===== config.mk =====
export PLATFORM = sky130hd
export DESIGN_NAME = multicycle_control
export DESIGN_NICKNAME = d
export VERILOG_FILES = /design/src/rtl/multicycle_control.sv
export SDC_FILE = /design/constraint.sdc
export NUM_CORES = 1
export LEC_CHECK = 0
export CORE_AREA = 2 2 45 47
export DETAILED_ROUTE_END_ITERATION = 8
export DIE_AREA = 0 0 47 49
export GPL_TIMING_DRIVEN = 0
export MAX_ROUTING_LAYER = met4
export PLACE_DENSITY = 0.8
export SYNTH_ARGS = -nofsm -noshare
export SYNTH_HDL_FRONTEND = slang
export SYNTH_SLANG_ARGS = --single-unit

===== constraint.sdc =====
create_clock -name clk -period 2.2 [get_ports clk]
set_input_delay 0.44 -clock clk [delete_from_list [all_inputs] [get_ports clk]]
set_output_delay 0.44 -clock clk [all_outputs]
set_load 0.05 [all_outputs]

===== src/rtl/multicycle_control.sv =====
// Main control FSM for the multicycle MIPS datapath: sequences fetch, decode,
// execute, memory and writeback, and drives every datapath strobe.
module multicycle_control (
    input  logic       clk,
    input  logic       reset,
    input  logic [5:0] Opcode,
    input  logic       MemReady,
    output logic       PCWrite,
    output logic       PCWriteCondEq,
    output logic       PCWriteCondNe,
    output logic       IorD,
    output logic       MemRead,
    output logic       MemWrite,
    output logic       IRWrite,
    output logic       RegDst,
    output logic       MemToReg,
    output logic       RegWrite,
    output logic       ALUSrcA,
    output logic       ZeroExt,
    output logic [1:0] ALUSrcB,
    output logic [1:0] PCSource,
    output logic [2:0] ALUOp,
    output logic       IllegalOp,
    output logic [3:0] State
);

    localparam logic [5:0] OP_R    = 6'b000000;
    localparam logic [5:0] OP_J    = 6'b000010;
    localparam logic [5:0] OP_BEQ  = 6'b000100;
    localparam logic [5:0] OP_BNE  = 6'b000101;
    localparam logic [5:0] OP_ADDI = 6'b001000;
    localparam logic [5:0] OP_ANDI = 6'b001100;
    localparam logic [5:0] OP_ORI  = 6'b001101;
    localparam logic [5:0] OP_LUI  = 6'b001111;
    localparam logic [5:0] OP_LW   = 6'b100011;
    localparam logic [5:0] OP_SW   = 6'b101011;

    typedef enum logic [3:0] {
        S_FETCH    = 4'd0,
        S_DECODE   = 4'd1,
        S_MEMADR   = 4'd2,
        S_MEMREAD  = 4'd3,
        S_MEMWB    = 4'd4,
        S_MEMWRITE = 4'd5,
        S_RTYPE_EX = 4'd6,
        S_ALUWB    = 4'd7,
        S_ITYPE_EX = 4'd8,
        S_ITYPE_WB = 4'd9,
        S_BRANCH   = 4'd10,
        S_JUMP     = 4'd11,
        S_TRAP     = 4'd12
    } state_t;

    state_t     state_q;
    state_t     state_d;
    logic [2:0] imm_aluop;
    logic       imm_zext;

    always_ff @(posedge clk) begin
        if (reset) begin
            state_q <= S_FETCH;
        end else begin
            state_q <= state_d;
        end
    end

    // I-type ALU code and extension mode, shared by ITYPE_EX and ITYPE_WB.
    always_comb begin
        imm_aluop = 3'b000;
        imm_zext  = 1'b0;
        case (Opcode)
            OP_ANDI: begin imm_aluop = 3'b011; imm_zext = 1'b1; end
            OP_ORI:  begin imm_aluop = 3'b001; imm_zext = 1'b1; end
            OP_LUI:  begin imm_aluop = 3'b010; imm_zext = 1'b1; end
            default: begin imm_aluop = 3'b000; imm_zext = 1'b0; end
        endcase
    end

    // MemReady handshake: in FETCH, MEMREAD and MEMWRITE the access strobes are
    // held and the state holds until MemReady is seen high at a rising edge.
    always_comb begin
        state_d       = S_FETCH;
        PCWrite       = 1'b0;
        PCWriteCondEq = 1'b0;
        PCWriteCondNe = 1'b0;
        IorD          = 1'b0;
        MemRead       = 1'b0;
        MemWrite      = 1'b0;
        IRWrite       = 1'b0;
        RegDst        = 1'b0;
        MemToReg      = 1'b0;
        RegWrite      = 1'b0;
        ALUSrcA       = 1'b0;
        ZeroExt       = 1'b0;
        ALUSrcB       = 2'b00;
        PCSource      = 2'b00;
        ALUOp         = 3'b000;
        IllegalOp     = 1'b0;
        State         = 4'd0;
        if (!reset) begin
            State = state_q;
            case (state_q)
                S_FETCH: begin
                    MemRead = 1'b1;
                    ALUSrcB = 2'b01;
                    IRWrite = MemReady;
                    PCWrite = MemReady;
                    state_d = MemReady ? S_DECODE : S_FETCH;
                end
                S_DECODE: begin
                    ALUSrcB = 2'b11;
                    case (Opcode)
                        OP_LW, OP_SW:                    state_d = S_MEMADR;
                        OP_R:                            state_d = S_RTYPE_EX;
                        OP_ADDI, OP_ANDI, OP_ORI, OP_LUI: state_d = S_ITYPE_EX;
                        OP_BEQ, OP_BNE:                  state_d = S_BRANCH;
                        OP_J:                            state_d = S_JUMP;
                        default:                         state_d = S_TRAP;
                    endcase
                end
                S_MEMADR: begin
                    ALUSrcA = 1'b1;
                    ALUSrcB = 2'b10;
                    ALUOp   = (Opcode == OP_SW) ? 3'b110 : 3'b101;
                    state_d = (Opcode == OP_SW) ? S_MEMWRITE : S_MEMREAD;
                end
                S_MEMREAD: begin
                    MemRead = 1'b1;
                    IorD    = 1'b1;
                    state_d = MemReady ? S_MEMWB : S_MEMREAD;
                end
                S_MEMWB: begin
                    MemToReg = 1'b1;
                    RegWrite = 1'b1;
                    state_d  = S_FETCH;
                end
                S_MEMWRITE: begin
                    MemWrite = 1'b1;
                    IorD     = 1'b1;
                    state_d  = MemReady ? S_FETCH : S_MEMWRITE;
                end
                S_RTYPE_EX: begin
                    ALUSrcA = 1'b1;
                    ALUOp   = 3'b111;
                    state_d = S_ALUWB;
                end
                S_ALUWB: begin
                    RegDst   = 1'b1;
                    RegWrite = 1'b1;
                    state_d  = S_FETCH;
                end
                S_ITYPE_EX: begin
                    ALUSrcA = 1'b1;
                    ALUSrcB = 2'b10;
                    ALUOp   = imm_aluop;
                    ZeroExt = imm_zext;
                    state_d = S_ITYPE_WB;
                end
                S_ITYPE_WB: begin
                    RegWrite = 1'b1;
                    ALUOp    = imm_aluop;
                    ZeroExt  = imm_zext;
                    state_d  = S_FETCH;
                end
                S_BRANCH: begin
                    ALUSrcA       = 1'b1;
                    ALUOp         = 3'b100;
                    PCSource      = 2'b01;
                    PCWriteCondEq = (Opcode == OP_BEQ);
                    PCWriteCondNe = (Opcode == OP_BNE);
                    state_d       = S_FETCH;
                end
                S_JUMP: begin
                    PCSource = 2'b10;
                    PCWrite  = 1'b1;
                    state_d  = S_FETCH;
                end
                S_TRAP: begin
                    IllegalOp = 1'b1;
                    state_d   = S_FETCH;
                end
                default: state_d = S_FETCH;
            endcase
        end
    end

endmodule


==> out/metrics.csv, run 1 <==
stage;metric;value;unit
run_status;run status;finished, final reports clean;
critical_path;CP Class;input pin to output pin;
global_routing;GR Overflow Total;0;
cells_and_area;FF/Latch Area;80.1;sq um
hold_path;hold depth;4;
logic_synthesis;most instantiated cells after synthesis;nor2_1 (19), nor2b_1 (7), buf_2 (6), nand2b_1 (6), inv_1 (5);
hold_path;Worst Hold Class;input pin to flip-flop;
drt;DR top layer;met3;
drt;DRT iter0 DRCs;17;
cells_and_area;Largest Register;state_q;
global_routing;largest net degree at the start of global routing;11;
drt;TritonRoute pass-1 iters;4;
die;Core Rows;16;
timing;period utilisation layout;0.990;
cells_and_area;diode count;0;
timing;# setup viols final;0;
critical_path;Worst Path Max Fanout;4;
drt;Met1 Wirelength;894;um
critical_path;Worst path max stage delay;0.28;ns
logic_synthesis;EDFF count, synth;0;
drt;ANT nets after route;0;
cells_and_area;layout cells sized above 1;0.396;
timing;actual slew at the worst max-slew pin;0.401;ns
die;die area;2300;sq um
global_routing;global-route wire length before repair;3470;um
die;Core ar.;1840;sq um
timing;fin crit period;2.18;ns
logic_synthesis;leading area contributor after synthesis;dfxtp_1;
placed_design;Port Buffers;29;
cts;Clock transition at path regs;0.03;ns
logic_synthesis;mapped cell area;758;sq um
timing;Worst Skew;0.000534;ns
timing;f_max;459;MHz
drt;metal3 WL;126;um
die;Chip Width;47;um
cts;Num CTS Buffers;3;
cts;# hold bufs at CTS;0;
logic_synthesis;cell count after synthesis;111;
timing;Final Slew Violations;0;
critical_path;CP cell instances;dlygate4sd2_1 -> nor3b_2 -> nand4_1 -> or2_0 -> a21oi_1 -> buf_4;
drt;wirelength, routed;2080;um
logic_synthesis;Post-Syn Nets;120;
pwr;Cell Pwr Density;436;nW/um^2
logic_synthesis;most frequent cell after synthesis;nor2_1;
drt;metal2 WL;1060;um
drt;Vias per Instance;5.42;
critical_path;CP Data Required Time;1.76;ns
job;Max-Cap Viols;0;
pwr;P_leak;0.481;nW
pwr;Pwr Total;489;uW
cells_and_area;Largest regs;state_q: 4 flops;
pwr;maximum VDD drop;307;uV
critical_path;FF-to-FF path depth;4;
placed_design;Cell Area, Placed;1130;sq um
cells_and_area;Design Area, Final;1120;sq um
cells_and_area;Fillers;209;
die;Starting Density;0.412;
critical_path;worst reg-to-reg setup slack;0.86;ns
drt;post-route DRC violation count;0;
timing;setup_tns;0;ns
timing;Fin. Hold Viols;0;
critical_path;Startpoint Class;input pin;
die;Die H;49;um
cts;CTS sink cnt;4;
cts;clock tree buffer depth;2;
cts;CTS tree;built;
cells_and_area;max reg flops;4;
cells_and_area;Layout area overhead;47.9;%
drt;Wirelength per Cell;12.2;um
cells_and_area;multi-input logic area;648;sq um
placed_design;dpl hpwl;1650;um
logic_synthesis;top-area cell type share of the netlist area;0.106;
critical_path;CP Capture Type;output pin;
global_routing;antenna violations before repair;0;
cts;root buffer cell;clkbuf_4;
die;IO Pins;33;
logic_synthesis;Post-synth ARST share;0;
hold_path;Worst Hold Endpoint;state_q[2];
critical_path;CP arrival;1.74;ns
timing;RSZ-0062 raised after global routing;yes;
hold_path;HP Start;Opcode[1];
cells_and_area;nets@finish;155;
logic_synthesis;sequential area share after synthesis;0.106;
logic_synthesis;post-synthesis register bit count;4;
critical_path;worst r2r dst;state_q[2];
logic_synthesis;Yosys cell types;44;
cts;Clock Latency Late Sink;0.22;ns
placed_design;gp weighted congestion;0.851;
logic_synthesis;top_reg_cell synth;dfxtp_1;
critical_path;Critical-path top delay cell;dlygate4sd2_1;
critical_path;worst setup path startpoint;Opcode[4];
global_routing;vias in the first global route;811;
critical_path;Worst R2R Start;state_q[0];
logic_synthesis;synthesized area per cell;6.83;sq um
cts;htree depth;1;
drt;total number of vias;926;
logic_synthesis;top area cells in the synthesized netlist;dfxtp_1 (11%), nor2_1 (9.4%), nor2b_1 (5.8%), nand2b_1 (5.0%), buf_6 (4.5%);
logic_synthesis;Yosys warning total;0;
global_routing;gr usage total;0.199;
timing;Slew HR;0.732;
area by class of cell:
type	count	share of cell area
plain buffers	11	0.0703
clock buffers	3	0.0201
inverters	5	0.0167
multi-input cells	91	0.578
flip-flops and latches	4	0.0714
well taps	27	0.0301
repair buffers	30	0.213
worst max-delay path: cells and delay by family:
kind                   cells  cell delay [ns]
and+or+nand+nor            3             0.66
buffers and inverters      2             0.49
AOI/OAI and AO/OA          1             0.14
metrics by stage:
step	std cells	util	setup slack [ns]	hold WS, ns
2_1_floorplan	111	-	-0.0857	0.597
3_3_place_gp	167	0.615	-0.903	0.664
3_5_place_dp	167	0.615	-0.933	0.677
4_1_cts	171	0.624	-0.0317	0.682
5_1_grt	171	0.609	-0.0509	0.710
6_report	171	0.609	0.0209	0.683
worst max path at each step:
stage	slack [ns]	endpoint
2_1_floorplan	-0.09	PCWriteCondEq
3_3_place_gp	-0.90	ALUOp[0]
3_5_place_dp	-0.93	ALUOp[0]
4_1_cts	-0.03	ALUOp[0]
5_1_grt	-0.05	ALUOp[0]
6_report	0.02	ALUOp[0]
where the power goes:
group	switching (mW)	leakage, nW	internal, mW
clock	0.0218	0.0138	0.0604
sequential	0.00953	0.0327	0.0812
combinational	0.209	0.434	0.107
total	0.240	0.481	0.249
cells by family (layout without fill, tap and decap cells):
family                 after synthesis  in the layout  synth area share
buffers and inverters               16             49             0.124
AND/OR/NAND/NOR                     59             59             0.439
multiplexers                         1              1            0.0198
flip-flops                           4              4             0.106
XOR/XNOR                             3              3            0.0347
AO/OA/AOI/OAI                       28             28             0.277
cells in the final DEF (no fill, tap or decap), types with 4 or more instances in the layout:
| cell | n |
|---|---|
| inv_1 | 5 |
| o21ai_0 | 4 |
| clkdlybuf4s15_2 | 8 |
| nor2b_1 | 7 |
| buf_2 | 14 |
| clkbuf_4 | 4 |
| nand2b_1 | 5 |
| buf_6 | 4 |
| clkbuf_2 | 4 |
| dfxtp_1 | 4 |
| nand4_1 | 4 |
| nor2_1 | 16 |
| buf_4 | 6 |
per-layer routing:
layer | global-route usage | vias to the layer above
met5 | - | -
met4 | 0.0370 | 0
met3 | 0.0259 | 0
met2 | 0.329 | 35
met1 | 0.256 | 422
li1 | - | 469
repair_timing:
item                                    4_1_cts  5_1_grt
endpoints found under the setup margin       24       17
buffers inserted                              1        0
resized for setup                           108       11
gates cloned                                  0        0
pin swaps                                     2        0
Note: power is estimated with default switching activity, not from simulation.
==> run 2, diff against run 1 <==
Settings changed: CAP_MARGIN set to 20, CORE_AREA 2 2 45 47 to 2 2 48 50, DIE_AREA 0 0 47 49 to 0 0 50 52, PLACE_DENSITY 0.8 to 0.74.
Clock period 2.2 ns to 1.75 ns, I/O delays scaled along.
==> run 2 against run 1 <==
Against the previous run: the run now ends with negative setup slack left; final cell count rose by 8.2%; core utilization rose by 8.8 points; total power increased by 60%; clock skew hardly changed; first-iteration DRC count rose by 110%; critical endpoint unchanged.
==> out/metrics.csv, run 2 (synthesis results as in run 1) <==
stage;metric;value;unit;change
run_status;run status;complete, but fails checks;;
run_status;failing checks;negative setup slack;;
drt;post-route DRC violation count;0;;unchanged
global_routing;antenna violations before repair;0;;unchanged
critical_path;Startpoint Class;flip-flop;;
cts;CTS sink cnt;4;;unchanged
timing;RSZ-0062 raised after global routing;yes;;
timing;Worst Skew;0.000969;ns;+0.000435 ns
critical_path;CP arrival;1.50;ns;-0.24 ns
critical_path;CP Data Required Time;1.40;ns;-0.36 ns
timing;fin crit period;1.85;ns;
cells_and_area;FF/Latch Area;90.1;sq um;+12%
cts;Clock Latency Late Sink;0.22;ns;about the same
critical_path;CP Class;flip-flop to output pin;;
cts;htree depth;1;;unchanged
timing;period utilisation layout;1.06;;
cells_and_area;diode count;0;;unchanged
hold_path;HP Start;Opcode[4];;
die;IO Pins;33;;unchanged
timing;Slew HR;0.797;;+0.0658
drt;wirelength, routed;2580;um;+24%
global_routing;vias in the first global route;893;;+10%
hold_path;hold depth;4;;unchanged
cells_and_area;multi-input logic area;791;sq um;+22%
drt;Wirelength per Cell;13.9;um;+14%
pwr;P_leak;0.612;nW;+27%
drt;Vias per Instance;5.50;;+1.5%
global_routing;GR Overflow Total;0;;unchanged
die;die area;2600;sq um;+13%
hold_path;Worst Hold Class;input pin to flip-flop;;
cts;Clock transition at path regs;0.03;ns;about the same
drt;DRT iter0 DRCs;35;;+18
placed_design;Port Buffers;29;;unchanged
drt;ANT nets after route;0;;unchanged
cells_and_area;Fillers;165;;-21%
cells_and_area;layout cells sized above 1;0.618;;+0.222
placed_design;number of cells after detailed placement;168;;+0.60%
cells_and_area;final core occ;0.696;;+0.0877
global_routing;gr usage total;0.196;;-0.00354
timing;# setup viols final;8;;+8
die;Starting Density;0.360;;-0.0516
critical_path;Worst Path Max Fanout;7;;+3
critical_path;worst setup path startpoint;state_q[2];;
cts;CTS tree;built;;
critical_path;CP Capture Type;output pin;;
cells_and_area;Final Non-Filler Cells;185;;+8.2%
die;Chip Width;50;um;+6.4%
job;Max-Cap Viols;0;;unchanged
cells_and_area;Largest Register;state_q;;
die;Core Rows;17;;+1
timing;f_max;541;MHz;
hold_path;Worst Hold Endpoint;state_q[1];;
die;Die H;52;um;+6.1%
critical_path;worst r2r dst;state_q[2];;
timing;Final Slew Violations;0;;unchanged
timing;fin worst setup slack;-0.0981;ns;-0.119 ns
cells_and_area;max reg flops;4;;unchanged
timing;actual slew at the worst max-slew pin;0.302;ns;-0.0992 ns
cells_and_area;most frequent cells in the layout;buf_2 (13), buf_4 (13), buf_6 (11), nor2_1 (10), buf_8 (7);;
pwr;maximum VDD drop;525;uV;+71%
placed_design;gp weighted congestion;0.805;;-5.3%
global_routing;global-route wire length before repair;3930;um;+13%
cts;clock tree buffer depth;2;;unchanged
cts;# hold bufs at CTS;0;;unchanged
placed_design;dpl hpwl;1810;um;+9.7%
pwr;Cell Pwr Density;534;nW/um^2;+22%
critical_path;worst reg-to-reg setup slack;0.28;ns;-0.58 ns
cts;Num CTS Buffers;3;;unchanged
timing;Fin. Hold Viols;0;;unchanged
drt;total number of vias;1017;;+9.8%
die;Core ar.;2110;sq um;+14%
cells_and_area;Layout area overhead;93.4;%;
global_routing;largest net degree at the start of global routing;11;;unchanged
cells_and_area;Largest regs;state_q: 4 flops;;
drt;TritonRoute pass-1 iters;4;;unchanged
critical_path;FF-to-FF path depth;6;;+2
critical_path;Worst R2R Start;state_q[2];;
cts;root buffer cell;clkbuf_4;;
cells_and_area;nets@finish;168;;+8.4%
## run 2: routing by layer
metal | global-route usage | up-vias | part of all wire
met5 | - | - | 0
met4 | 0.0463 | 0 | 0
met3 | 0.0201 | 0 | 0.041
met2 | 0.364 | 32 | 0.55
met1 | 0.225 | 484 | 0.41
li1 | - | 501 | -
## run 2: worst max path at each step
stage,endpoint,slack (ns)
after floorplan,PCWriteCondEq,-0.16
after global placement,ALUOp[0],-1.32
after detailed placement,ALUOp[0],-1.35
after CTS,ALUOp[0],-0.14
after global routing,ALUOp[0],-0.16
final,ALUOp[0],-0.1
## run 2: per-stage QoR
stage	setup slack (ns)	setup TNS [ns]	hold slack, ns	total power, mW	area (sq um)
6_report	-0.0981	-0.405	0.560	0.782	1470
5_1_grt	-0.162	-0.896	0.572	0.825	1470
4_1_cts	-0.145	-0.554	0.597	0.727	1360
3_5_place_dp	-1.35	-20.47	0.651	0.574	1240
3_3_place_gp	-1.32	-20.38	0.646	0.565	1240
2_1_floorplan	-0.161	-0.485	0.561	0.459	918
## run 2: where the power goes
| part | internal, mW | switching (mW) |
|---|---|---|
| Combinational | 0.245 | 0.310 |
| Sequential | 0.105 | 0.0201 |
| Clock | 0.0759 | 0.0270 |
## run 2: final cells by class
type,instances,share of cell area
Tap cell,28,0.0239
Inverter,5,0.0128
Sequential cell,4,0.0614
Multi-Input combinational cell,91,0.539
Clock buffer,3,0.0154
Timing Repair Buffer,43,0.250
Buffer,11,0.0973
## run 2: worst max-delay path, cell delays in order (launching register included)
cell and delay (ns):
dfxtp_4 0.35, buf_8 0.14, nor2_4 0.09, nand4_1 0.13, or2_1 0.27, a21oi_4 0.13
buf_6 0.17
## run 2: timing repair
| action | CTS | global route |
|---|---|---|
| resized for setup | 169 | 29 |
| setup buffers | 7 | 6 |
| gates cloned | 0 | 1 |
| endpoints found under the setup margin | 24 | 20 |
| pin swaps | 7 | 9 |
==> run 3, diff against run 2 <==
Settings changed: CELL_PAD_IN_SITES_DETAIL_PLACEMENT set to 2, CELL_PAD_IN_SITES_GLOBAL_PLACEMENT set to 2, CORE_AREA 2 2 48 50 to 2 2 85 54, DIE_AREA 0 0 50 52 to 0 0 87 56, PLACE_DENSITY 0.74 to unset, PLACE_DENSITY_LB_ADDON set to 0.1.
==> run 3 against run 2 <==
Against the previous run: the run still ends with negative setup slack left; non-clock buffer count down 2; via count down 3.6%; cell area up 2.1%; critical endpoint unchanged; largest cell class unchanged; largest power group unchanged; highest routed layer is now met4.
==> out/metrics.csv, run 3 (synthesis results as in run 1) <==
stage;metric;value;unit;change
run_status;run status;complete, but fails checks;;
drt;post-route DRC violation count;0;;unchanged
global_routing;global-route wire length before repair;5670;um;+44%
timing;Worst Skew;0.000424;ns;-0.000546 ns
cells_and_area;Layout area overhead;97.5;%;
placed_design;Cell Area, Placed;1270;sq um;+2.2%
timing;actual slew at the worst max-slew pin;0.386;ns;+0.0840 ns
critical_path;Worst R2R Start;state_q[2];;
drt;DRT iter0 DRCs;46;;+31%
pwr;Pwr Total;881;uW;+13%
cts;clock tree buffer depth;2;;unchanged
timing;Fin. Hold Viols;0;;unchanged
drt;Vias per Instance;4.78;;-13%
critical_path;worst reg-to-reg setup slack;0.19;ns;-0.09 ns
cts;CTS sink cnt;4;;unchanged
cts;CTS tree;built;;
critical_path;CP Capture Type;output pin;;
cells_and_area;Largest regs;state_q: 4 flops;;
critical_path;CP arrival;1.53;ns;+0.03 ns
die;die area;4870;sq um;+87%
die;Chip Width;87;um;+74%
cells_and_area;Design Area, Final;1500;sq um;+2.1%
cells_and_area;most frequent cells in the layout;buf_4 (14), buf_6 (12), nor2_1 (11), buf_8 (9), buf_2 (9);;
critical_path;CP Class;flip-flop to output pin;;
timing;RSZ-0062 raised after global routing;yes;;
critical_path;Worst Path Max Fanout;5;;-2
timing;# setup viols final;10;;+2
timing;Slew HR;0.741;;-0.0564
critical_path;Startpoint Class;flip-flop;;
placed_design;dpl hpwl;2540;um;+40%
placed_design;Port Buffers;29;;unchanged
critical_path;FF-to-FF path depth;7;;+1
pwr;maximum VDD drop;176;uV;-66%
drt;ANT nets after route;0;;unchanged
global_routing;vias in the first global route;1085;;+22%
critical_path;CP Data Required Time;1.40;ns;about the same
job;Max-Cap Viols;0;;unchanged
cells_and_area;diode count;0;;unchanged
die;Starting Density;0.188;;-0.172
global_routing;antenna violations before repair;0;;unchanged
die;Die H;56;um;+7.7%
drt;wirelength, routed;3450;um;+34%
cells_and_area;layout cells sized above 1;0.613;;-0.00493
cts;Clock Latency Late Sink;0.22;ns;about the same
cells_and_area;Largest Register;state_q;;
timing;f_max;532;MHz;-1.7%
drt;total number of vias;980;;-3.6%
die;Core Rows;18;;+1
cells_and_area;commonest non-fill, non-tap cell in the layout;buf_4;;
hold_path;Worst Hold Class;input pin to flip-flop;;
cts;root buffer cell;clkbuf_8;;
timing;hold slack;0.551;ns;-0.00904 ns
die;IO Pins;33;;unchanged
cts;htree depth;1;;unchanged
die;Core ar.;4030;sq um;+91%
pwr;Cell Pwr Density;588;nW/um^2;+10%
global_routing;gr usage total;0.153;;-0.0427
critical_path;CP Capture Point;ALUOp[0];;
cts;Num CTS Buffers;3;;unchanged
run_status;failing checks;negative setup slack;;
drt;TritonRoute pass-1 iters;4;;unchanged
pwr;P_leak;0.607;nW;-0.80%
critical_path;worst r2r dst;state_q[2];;
cells_and_area;nets@finish;166;;-1.2%
cts;Clock transition at path regs;0.03;ns;about the same
timing;fin crit period;1.88;ns;+0.0311 ns
critical_path;worst setup path startpoint;state_q[2];;
global_routing;GR Overflow Total;0;;unchanged
timing;fin worst setup slack;-0.129;ns;-0.0311 ns
global_routing;largest net degree at the start of global routing;11;;unchanged
timing;Final Slew Violations;0;;unchanged
cells_and_area;max reg flops;4;;unchanged
drt;Wirelength per Cell;16.8;um;+21%
placed_design;gp weighted congestion;0.760;;-5.6%
timing;period utilisation layout;1.07;;+0.0178
[run 3: cell count changes in the layout (fill, tap and decap cells not counted), sizes merged]
cell / change
clkbuf: -1
clkdlybuf4s15: +1
buf: -2
[run 3: worst max-delay path, cell delays in order (launching register included)]
cell	delay, ns
dfxtp_4	0.35
buf_8	0.14
nor2_4	0.09
nand4_1	0.15
or2_1	0.28
a21oi_4	0.14
buf_6	0.17
[run 3: layout make-up]
cell class,count,area [sq um]
flip-flops and latches,4,87.6
multi-input cells,91,795
well taps,50,62.6
repair buffers,41,354
clock buffers,3,41.3
inverters,5,18.8
fillers,455,2530
plain buffers,11,139
[run 3: repair_timing]
item / 4_1_cts / 5_1_grt
pin swaps: 7 / 8
setup endpoints to repair: 26 / 18
gates resized for setup: 171 / 35
hold buffers: 0 / 0
buffers inserted: 9 / 3
[run 3: how the worst min path moves through the flow]
stage,from,end,slack [ns],cells after the start
floorplan,Opcode[4],state_q[1],0.56,3
global placement,state_q[3],state_q[3],0.66,3
detailed placement,state_q[3],state_q[3],0.68,3
CTS,Opcode[4],state_q[1],0.55,4
global route,Opcode[4],state_q[1],0.57,4
finish,Opcode[4],state_q[1],0.55,4
[run 3: metrics by stage]
step | setup TNS [ns] | util | setup WS, ns | cells
final | -0.683 | 0.372 | -0.129 | 205
after floorplan | -0.485 | - | -0.161 | 111
after detailed placement | -22.44 | 0.315 | -1.41 | 190
after global routing | -1.36 | 0.372 | -0.190 | 205
after CTS | -1.09 | 0.355 | -0.157 | 202
after global placement | -22.12 | 0.315 | -1.38 | 190
[run 3: routing by layer]
layer	global-route usage	part of all wire	up-vias
met3	0.0163	0.017	5
li1	-	-	489
met4	0.0402	0.0099	0
met2	0.221	0.43	16
met5	-	0	-
met1	0.224	0.54	470
[run 3: report_power, final]
part | total, mW | internal (mW) | switching [mW]
registers | 0.122 | 0.104 | 0.0175
logic | 0.557 | 0.230 | 0.327
clock network | 0.202 | 0.147 | 0.0545
total | 0.881 | 0.482 | 0.399
